`config.mk`:
```
export PLATFORM = sky130hd
export DESIGN_NAME = spi_flash_page_writer
export DESIGN_NICKNAME = d
export VERILOG_FILES = /design/src/rtl/spi_flash_pkg.sv /design/src/rtl/spi_shift_out.sv /design/src/rtl/spi_flash_page_writer.sv
export SDC_FILE = /design/constraint.sdc
export NUM_CORES = 1
export LEC_CHECK = 0
export ABC_CLOCK_PERIOD_IN_PS = 7270
export CAP_MARGIN = 0
export CORE_MARGIN = 2
export CORE_UTILIZATION = 26
export DETAILED_ROUTE_END_ITERATION = 10
export DONT_BUFFER_PORTS = 1
export GPL_TIMING_DRIVEN = 0
export HOLD_SLACK_MARGIN = 0.06
export PLACE_DENSITY = 0.39
export SKIP_CTS_REPAIR_TIMING = 1
export SYNTH_ARGS = -nofsm -noshare
export SYNTH_HDL_FRONTEND = slang
export SYNTH_HIERARCHICAL = 1
export SYNTH_SLANG_ARGS = --single-unit
```
`constraint.sdc`:
```
create_clock -name clk -period 7.27 [get_ports clk]
set_clock_uncertainty 0.2 [all_clocks]
set_input_delay 1.0905 -clock clk [delete_from_list [all_inputs] [get_ports clk]]
set_output_delay 1.0905 -clock clk [all_outputs]
set_load 0.05 [all_outputs]
```
`src/rtl/spi_flash_pkg.sv`:
```
// Shared opcodes, operation and state encodings for the SPI flash write engine.
package spi_flash_pkg;

    localparam logic [7:0] CMD_WREN = 8'h06;
    localparam logic [7:0] CMD_PP   = 8'h02;
    localparam logic [7:0] CMD_SE   = 8'h20;
    localparam logic [7:0] CMD_RDSR = 8'h05;

    typedef enum logic {
        OP_PROGRAM = 1'b0,
        OP_ERASE   = 1'b1
    } op_e;

    typedef enum logic [2:0] {
        S_IDLE,
        S_WREN,
        S_GAP,
        S_FRAME,
        S_DATA,
        S_POLL,
        S_DONE
    } state_e;

    // An 8-bit command left-aligned in the 32-bit shifter; idle bits read as 1.
    function automatic logic [31:0] cmd_word(input logic [7:0] opcode);
        return {opcode, 24'hFF_FFFF};
    endfunction

endpackage

```
`src/rtl/spi_shift_out.sv`:
```
// MSB-first MOSI shifter: one bit per clk, loadable with 1..32 bits, idles at 1.
module spi_shift_out (
    input  logic        clk,
    input  logic        rstn,
    input  logic        load,
    input  logic [31:0] data,
    input  logic [5:0]  nbits,
    output logic        spi_di,
    output logic        last,
    output logic        near_last
);
    logic [31:0] shift_reg;
    logic [4:0]  cnt_reg;
    logic        active_reg;

    always_ff @(posedge clk) begin
        if (!rstn) begin
            shift_reg  <= '1;
            cnt_reg    <= '0;
            active_reg <= 1'b0;
        end else if (load) begin
            shift_reg  <= data;
            cnt_reg    <= 5'(nbits - 6'd1);
            active_reg <= 1'b1;
        end else if (active_reg) begin
            if (cnt_reg == 5'd0) begin
                shift_reg  <= '1;
                active_reg <= 1'b0;
            end else begin
                shift_reg <= {shift_reg[30:0], 1'b1};
                cnt_reg   <= cnt_reg - 5'd1;
            end
        end
    end

    assign spi_di    = shift_reg[31];
    assign last      = active_reg && (cnt_reg == 5'd0);
    assign near_last = active_reg && (cnt_reg == 5'd1);

endmodule

```
`src/rtl/spi_flash_page_writer.sv`:
```
// SPI flash write engine: WREN, then sector erase or page program, then RDSR polling.
module spi_flash_page_writer
    import spi_flash_pkg::*;
#(
    parameter int GAP_CYCLES = 4,
    parameter int POLL_MAX   = 27_000_000
) (
    input  logic        clk,
    input  logic        rstn,
    input  logic        start,
    input  logic        op,
    input  logic [23:0] addr,
    input  logic [8:0]  len,
    input  logic [7:0]  wr_data,
    input  logic        wr_valid,
    output logic        wr_ready,
    output logic        busy,
    output logic        done,
    output logic        err,
    output logic        cs,
    output logic        spi_di,
    input  logic        spi_do
);
    state_e      state;
    op_e         op_reg;
    logic [23:0] addr_reg;
    logic [8:0]  bytes_left_reg;
    logic [3:0]  gap_cnt_reg;
    logic [31:0] poll_cnt_reg;
    logic        to_poll_reg;
    logic        reading_reg;

    logic        load;
    logic [31:0] load_word;
    logic [5:0]  load_bits;
    logic        last;
    logic        near_last;
    logic        empty_program;
    logic        byte_load;
    logic        poll_timeout;

    assign empty_program = (op_e'(op) == OP_PROGRAM) && (len == 9'd0);
    assign byte_load     = ((state == S_FRAME) || (state == S_DATA)) && last && wr_ready && wr_valid;
    assign poll_timeout  = (poll_cnt_reg == 32'(POLL_MAX - 1));

    // Shifter loads happen on the same edge the FSM decides, so they are decoded here.
    always_comb begin
        load      = 1'b0;
        load_word = '1;
        load_bits = 6'd8;
        case (state)
            S_IDLE: if (start && !empty_program) begin
                load      = 1'b1;
                load_word = cmd_word(CMD_WREN);
            end
            S_GAP: if (gap_cnt_reg == 4'd0) begin
                load = 1'b1;
                if (to_poll_reg) begin
                    load_word = cmd_word(CMD_RDSR);
                end else begin
                    load_word = {(op_reg == OP_ERASE) ? CMD_SE : CMD_PP, addr_reg};
                    load_bits = 6'd32;
                end
            end
            S_FRAME, S_DATA: if (byte_load) begin
                load      = 1'b1;
                load_word = {wr_data, 24'hFF_FFFF};
            end
            S_POLL: if (last && !poll_timeout && (!reading_reg || spi_do)) begin
                load = 1'b1;
            end
            default: ;
        endcase
    end

    spi_shift_out u_shift (
        .clk       (clk),
        .rstn      (rstn),
        .load      (load),
        .data      (load_word),
        .nbits     (load_bits),
        .spi_di    (spi_di),
        .last      (last),
        .near_last (near_last)
    );

    always_ff @(posedge clk) begin
        if (!rstn) begin
            state          <= S_IDLE;
            op_reg         <= OP_PROGRAM;
            addr_reg       <= '0;
            bytes_left_reg <= '0;
            gap_cnt_reg    <= '0;
            poll_cnt_reg   <= '0;
            to_poll_reg    <= 1'b0;
            reading_reg    <= 1'b0;
            cs             <= 1'b1;
            wr_ready       <= 1'b0;
            busy           <= 1'b0;
            done           <= 1'b0;
            err            <= 1'b0;
        end else begin
            done     <= 1'b0;
            wr_ready <= 1'b0;
            case (state)
                S_IDLE: if (start) begin
                    busy <= 1'b1;
                    if (empty_program) begin
                        done  <= 1'b1;
                        state <= S_DONE;
                    end else begin
                        op_reg         <= op_e'(op);
                        addr_reg       <= addr;
                        bytes_left_reg <= len;
                        err            <= 1'b0;
                        cs             <= 1'b0;
                        state          <= S_WREN;
                    end
                end
                S_WREN: if (last) begin
                    cs          <= 1'b1;
                    gap_cnt_reg <= 4'(GAP_CYCLES - 1);
                    to_poll_reg <= 1'b0;
                    state       <= S_GAP;
                end
                S_GAP: begin
                    if (gap_cnt_reg == 4'd0) begin
                        cs           <= 1'b0;
                        poll_cnt_reg <= '0;
                        reading_reg  <= 1'b0;
                        state        <= to_poll_reg ? S_POLL : S_FRAME;
                    end else begin
                        gap_cnt_reg <= gap_cnt_reg - 4'd1;
                    end
                end
                S_FRAME, S_DATA: begin
                    if (near_last) begin
                        wr_ready <= (state == S_FRAME) ? (op_reg == OP_PROGRAM) : (bytes_left_reg != 9'd0);
                    end
                    if (last) begin
                        if (byte_load) begin
                            bytes_left_reg <= bytes_left_reg - 9'd1;
                            state          <= S_DATA;
                        end else begin
                            // A missed byte ends the frame on a byte boundary; still poll.
                            if (wr_ready) err <= 1'b1;
                            cs          <= 1'b1;
                            gap_cnt_reg <= 4'(GAP_CYCLES - 1);
                            to_poll_reg <= 1'b1;
                            state       <= S_GAP;
                        end
                    end
                end
                S_POLL: begin
                    poll_cnt_reg <= poll_cnt_reg + 32'd1;
                    if (poll_timeout) begin
                        cs    <= 1'b1;
                        err   <= 1'b1;
                        done  <= 1'b1;
                        state <= S_DONE;
                    end else if (last) begin
                        if (!reading_reg) begin
                            reading_reg <= 1'b1;
                        end else if (!spi_do) begin
                            cs    <= 1'b1;
                            done  <= 1'b1;
                            state <= S_DONE;
                        end
                    end
                end
                S_DONE: begin
                    busy  <= 1'b0;
                    state <= S_IDLE;
                end
                default: state <= S_IDLE;
            endcase
        end
    end

endmodule

```
; ---- Word level (Yosys, flattened, before mapping)
; Cells that the tools add are included.
[classes]
n_addsub = 5
eq_ne = 24
n_mux = 77
n_bitwise = 3
n_reduce_logical = 40
[op_table]
columns = op, n
row1 = 32-bit two-way mux, 7
row2 = 32-bit one-hot mux with 3 select lines, 1
row3 = 32-bit one-hot mux with 2 select lines, 1
row4 = 9-bit two-way mux, 4
row5 = 3-bit two-way mux, 11
row6 = "32-bit by 1-bit adder with 32-bit output, second input constant", 1
row7 = "32-bit by 25-bit equality test with 1-bit output, second input constant", 1
row8 = 1-bit two-way mux, 31
row9 = 30-bit two-way mux, 1
row10 = "2-bit inequality test, second input constant", 13
row11 = 5-bit two-way mux, 5
row12 = 4-bit two-way mux, 5
row13 = 9-bit one-hot mux with 2 select lines, 1
row14 = 3-bit one-hot mux with 5 select lines, 1
row15 = 7-bit AND reduction, 2
row16 = 4-bit one-hot mux with 3 select lines, 1
row17 = 10-bit AND reduction, 1
row18 = 5-bit AND reduction, 2
row19 = 2-bit nonzero test, 5
row20 = "5-bit by 1-bit subtractor with 5-bit output, second input constant", 2
row21 = "3-bit equality test, second input constant", 3
row22 = 1-bit logical AND, 9
row23 = 9-bit zero test, 1
row24 = "3-bit inequality test, second input constant", 3
row25 = other kinds (23), 37
[totals]
regBits = 118
inputBits = 47
output_inout_bits = 6
wordCells = 165

; ---- Depth between registers and ports, before layout
[logic_depth]
word_depth = 9
ltp_mapped = 14
mapped_depth_nobuf = 11

; ---- Cells and area by module
; Netlist, hierarchy kept.
[by_module_without_submodules]
columns = module, n_inst, cells_each, area_per_inst_um2, seq_area_each_um2
row1 = spi_flash_page_writer, 1, 550, 4266.6, 1601.5
row2 = spi_shift_out, 1, 198, 1830.5, 760.7

; ---- Least setup slack after synthesis
; Ideal clock, no wire load.
[synth_path]
kind = input-to-reg
start = input len[5]
end = register u_shift.shift_reg[27]
setup_time_ns = 0.129
t_arrival_ns = 3.355
t_required_ns = 6.941
setup_slack_ns = 3.586
cell_stages = 10
path_buffers = 3
path_cell_list = nor4_1 > a31oi_2 > a21oi_1 > clkbuf_1 > o211ai_1 > clkbuf_1 > clkbuf_1 > or3_1 > o221ai_1 > nand2_1
[synth_between]
elab_chain_cells = 7
elab_cells_between_ends = 10
cone_classes = 5 x mux / 5 x reduce/logical
[synth_lines]
columns = element, line_no
row1 = from (decl), spi_flash_page_writer.sv:13  ; input logic [8:0] len,
row2 = 9-bit zero test (*), spi_flash_page_writer.sv:42  ; assign empty_program = (op_e'(op) == OP_PROGRAM) && (len == 9'd0);
row3 = 1-bit logical AND (*), spi_flash_page_writer.sv:42
row4 = 1-bit zero test (*), spi_flash_page_writer.sv:52  ; S_IDLE: if (start && !empty_program) begin
row5 = 1-bit logical AND (*), spi_flash_page_writer.sv:52
row6 = 1-bit two-way mux (*), spi_flash_page_writer.sv:52
row7 = 1-bit one-hot mux with 4 select lines (*), spi_flash_page_writer.sv:51  ; case (state)
row8 = via load, spi_flash_page_writer.sv:33  ; logic load;
row9 = 32-bit two-way mux or 2-bit nonzero test (tied branches), -
row10 = to (signal assigned), spi_shift_out.sv:22  ; shift_reg <= data;
row11 = to (signal assigned), spi_shift_out.sv:30  ; shift_reg <= {shift_reg[30:0], 1'b1};
row12 = to (decl), spi_shift_out.sv:12  ; logic [31:0] shift_reg;
; Mark *: on every way through the listed nets, which the timed path passes. The rest lies on a longest branch.
; A chain may end at the register's enable or synchronous reset.

; ---- Worst setup path in the final report
[layout_path]
start = input len[5]
end = register u_shift.shift_reg[28]
; The elaborated chain is that of the path after synthesis.

==> impl_metrics.csv <==
group,metric,value,unit
sta,setup_viol,0,
placement,pre_cts_ws,2.09,ns
floorplanning,core.rowCount,56,
detailed_routing,drtIter0Drc,310,
sta,fin_crit_sh,65.0,%
placement,placed_cell_area,6520,sq um
finish,multi_input_comb_area,3460,sq um
cts,clock_latency,0.41,ns
finish,nFillCells,2552,
detailed_routing,routedWlPerCell,17.6,microns
critical_path,crit_arrival,4.87,ns
sta,rsz0062_at_grt,"false",
pwr,finalPower,0.00263,W
cts,cts_buffer_depth,2,
cts,clock_sinks,118,
global_routing,grt_use_met2,27.5,%
floorplanning,die_area,24700,sq um
critical_path,reg2reg_slack,3.01,ns
critical_path,startpoint_type,"input port",
global_routing,grt_max_degree,17,
pwr,power.ir.vdd_worst,133,uV
sta,min_period,4.72,ns
finish,fin_nets,828,
critical_path,worstReg2RegEnd,"u_shift/cnt_reg[4]",
sta,hold_violations,0,
floorplanning,core_area,23300,sq um
critical_path,worstSetupPathType,"in2reg",
sta,fmax,212,MHz
sta,worstMarginPinSlew,1.03,ns
detailed_routing,vias_per_cell,5.18,
synth,synthCells,747,
global_routing,grt_pass1_vias,5547,
outcome,status,"finished, final reports clean",
pwr,p_leak,2.32,nW
global_routing,grt_antenna_before_repair,0,
cts,clkSlewWorstSetupHoldPaths,0.06,ns
placement,gp_congestion,0.853,
sta,layout_setup_ws,2.55,ns
floorplanning,start_util,26.2,%
cts,cts_inserted_buffers,17,
critical_path,endpoint,"u_shift/shift_reg[28]",
synth,ys_warn_count,6,
sta,holdWs,0.255,ns
critical_path,endpoint_kind,"flop",
placement,dpl.hpwl,14300,microns
synth,synth_area,6090,sq um
finish,final-seq-area,2360,sq um
cts,cts_tree,"yes",
global_routing,grt_pass1_wl,30400,microns
global_routing,met1_usage,19.9,%
synth,syn_area_per_cell,8.16,sq um
finish,area_delta_synth_final,17.1,%
global_routing,grt.busiest_layer,"met2",
cts,root_buffer,"clkbuf_16",
global_routing,grt.total_usage,16.0,%
detailed_routing,firstDrtPassIters,6,
detailed_routing,vias,5728,
detailed_routing,postRouteAntennaNets,0,
finish,final_area,7140,sq um
pwr,powerDensity,369,nW/um^2
critical_path,r2r_cells,13,
sta,drv_slew,0,
critical_path,reg2reg_from,"u_shift/cnt_reg[0]",
min_path,hp-class,"reg2reg",
floorplanning,die-width,157,microns
sta,slew_headroom,31.0,%
critical_path,startpoint,"len[5]",
finish,drive_above_1_share,12.5,%
flow_run,cap_violations,0,
sta,setup_tns,0,ns
critical_path,critPathMaxFanout,10,
floorplanning,pin_count,53,
floorplanning,die-height,157,microns
global_routing,grt_use_met3,3.58,%
critical_path,cp.required,7.42,ns
detailed_routing,wirelength,19500,microns
detailed_routing,drc_errors,0,
global_routing,grt_overflow_total,0,
placement,io_buffers,0,
cts,h-tree-depth,4,
## report_power, final
group          switching [W]  total, W  internal [W]  leakage, nW
sequential          0.000112  0.000863      0.000750        0.961
clock               0.000305  0.000895      0.000590        0.301
combinational       0.000560  0.000874      0.000314         1.06
## layer usage
metal  share of wire [%]  vias up
li1                    -     2804
met1                  45     2773
met2                  49      127
met3                 4.6       24
met4                 1.9        0
met5                   0        -
## critical path, cell delays in order
cell and delay (ns):
nor4_1 0.85, a31oi_2 0.46, a21oi_1 0.42, clkbuf_1 0.48
o211ai_1 0.31, inv_1 0.23, buf_2 0.30, clkbuf_1 0.43
o221ai_1 0.20, nand2_1 0.09
## stage by stage
step | utilization [%] | cells
finish | 30.7 | 1105
global placement | 28.0 | 1073
floorplan | - | 754
CTS | 30.7 | 1104
detailed placement | 28.0 | 1073
global route | 30.7 | 1104
## cells in the final DEF (no fill, tap or decap), types with 7 or more instances in the layout
cell         n
conb_1       8
nor4_1       7
a21oi_1     56
inv_1       15
o21a_1       9
o211ai_1    10
ha_1         8
mux2_2       8
o221ai_1    27
o31ai_1     10
and2_1       7
nor3_1      14
dfxtp_1    118
clkbuf_1    49
nor2_1      26
nand2_1    122
or2_2       29
o21ai_0     28
nand3_1     24
or3_1       41
nand4_1     19
clkbuf_16   17
## worst min-delay path by stage
stage / depth (start not counted) / start / endpoint / slack, ns
2_1_floorplan: 2 / addr_reg[0] / addr_reg[0] / 0.23
3_3_place_gp: 2 / reading_reg / reading_reg / 0.24
6_report: 2 / addr_reg[5] / addr_reg[5] / 0.25
3_5_place_dp: 2 / reading_reg / reading_reg / 0.25
5_1_grt: 2 / addr_reg[22] / addr_reg[22] / 0.28
4_1_cts: 2 / reading_reg / reading_reg / 0.25
## final cells by class
| cell class | count | share of cell area [%] |
|---|---|---|
| diodes | 1 | 0.0351 |
| plain buffers | 55 | 3.30 |
| clock buffers | 23 | 6.56 |
| clock inverters | 8 | 2.07 |
| inverters | 16 | 0.842 |
| multi-input cells | 565 | 48.5 |
| flip-flops and latches | 118 | 33.1 |
| well taps | 319 | 5.59 |
Power figures use the tool's default switching activity.
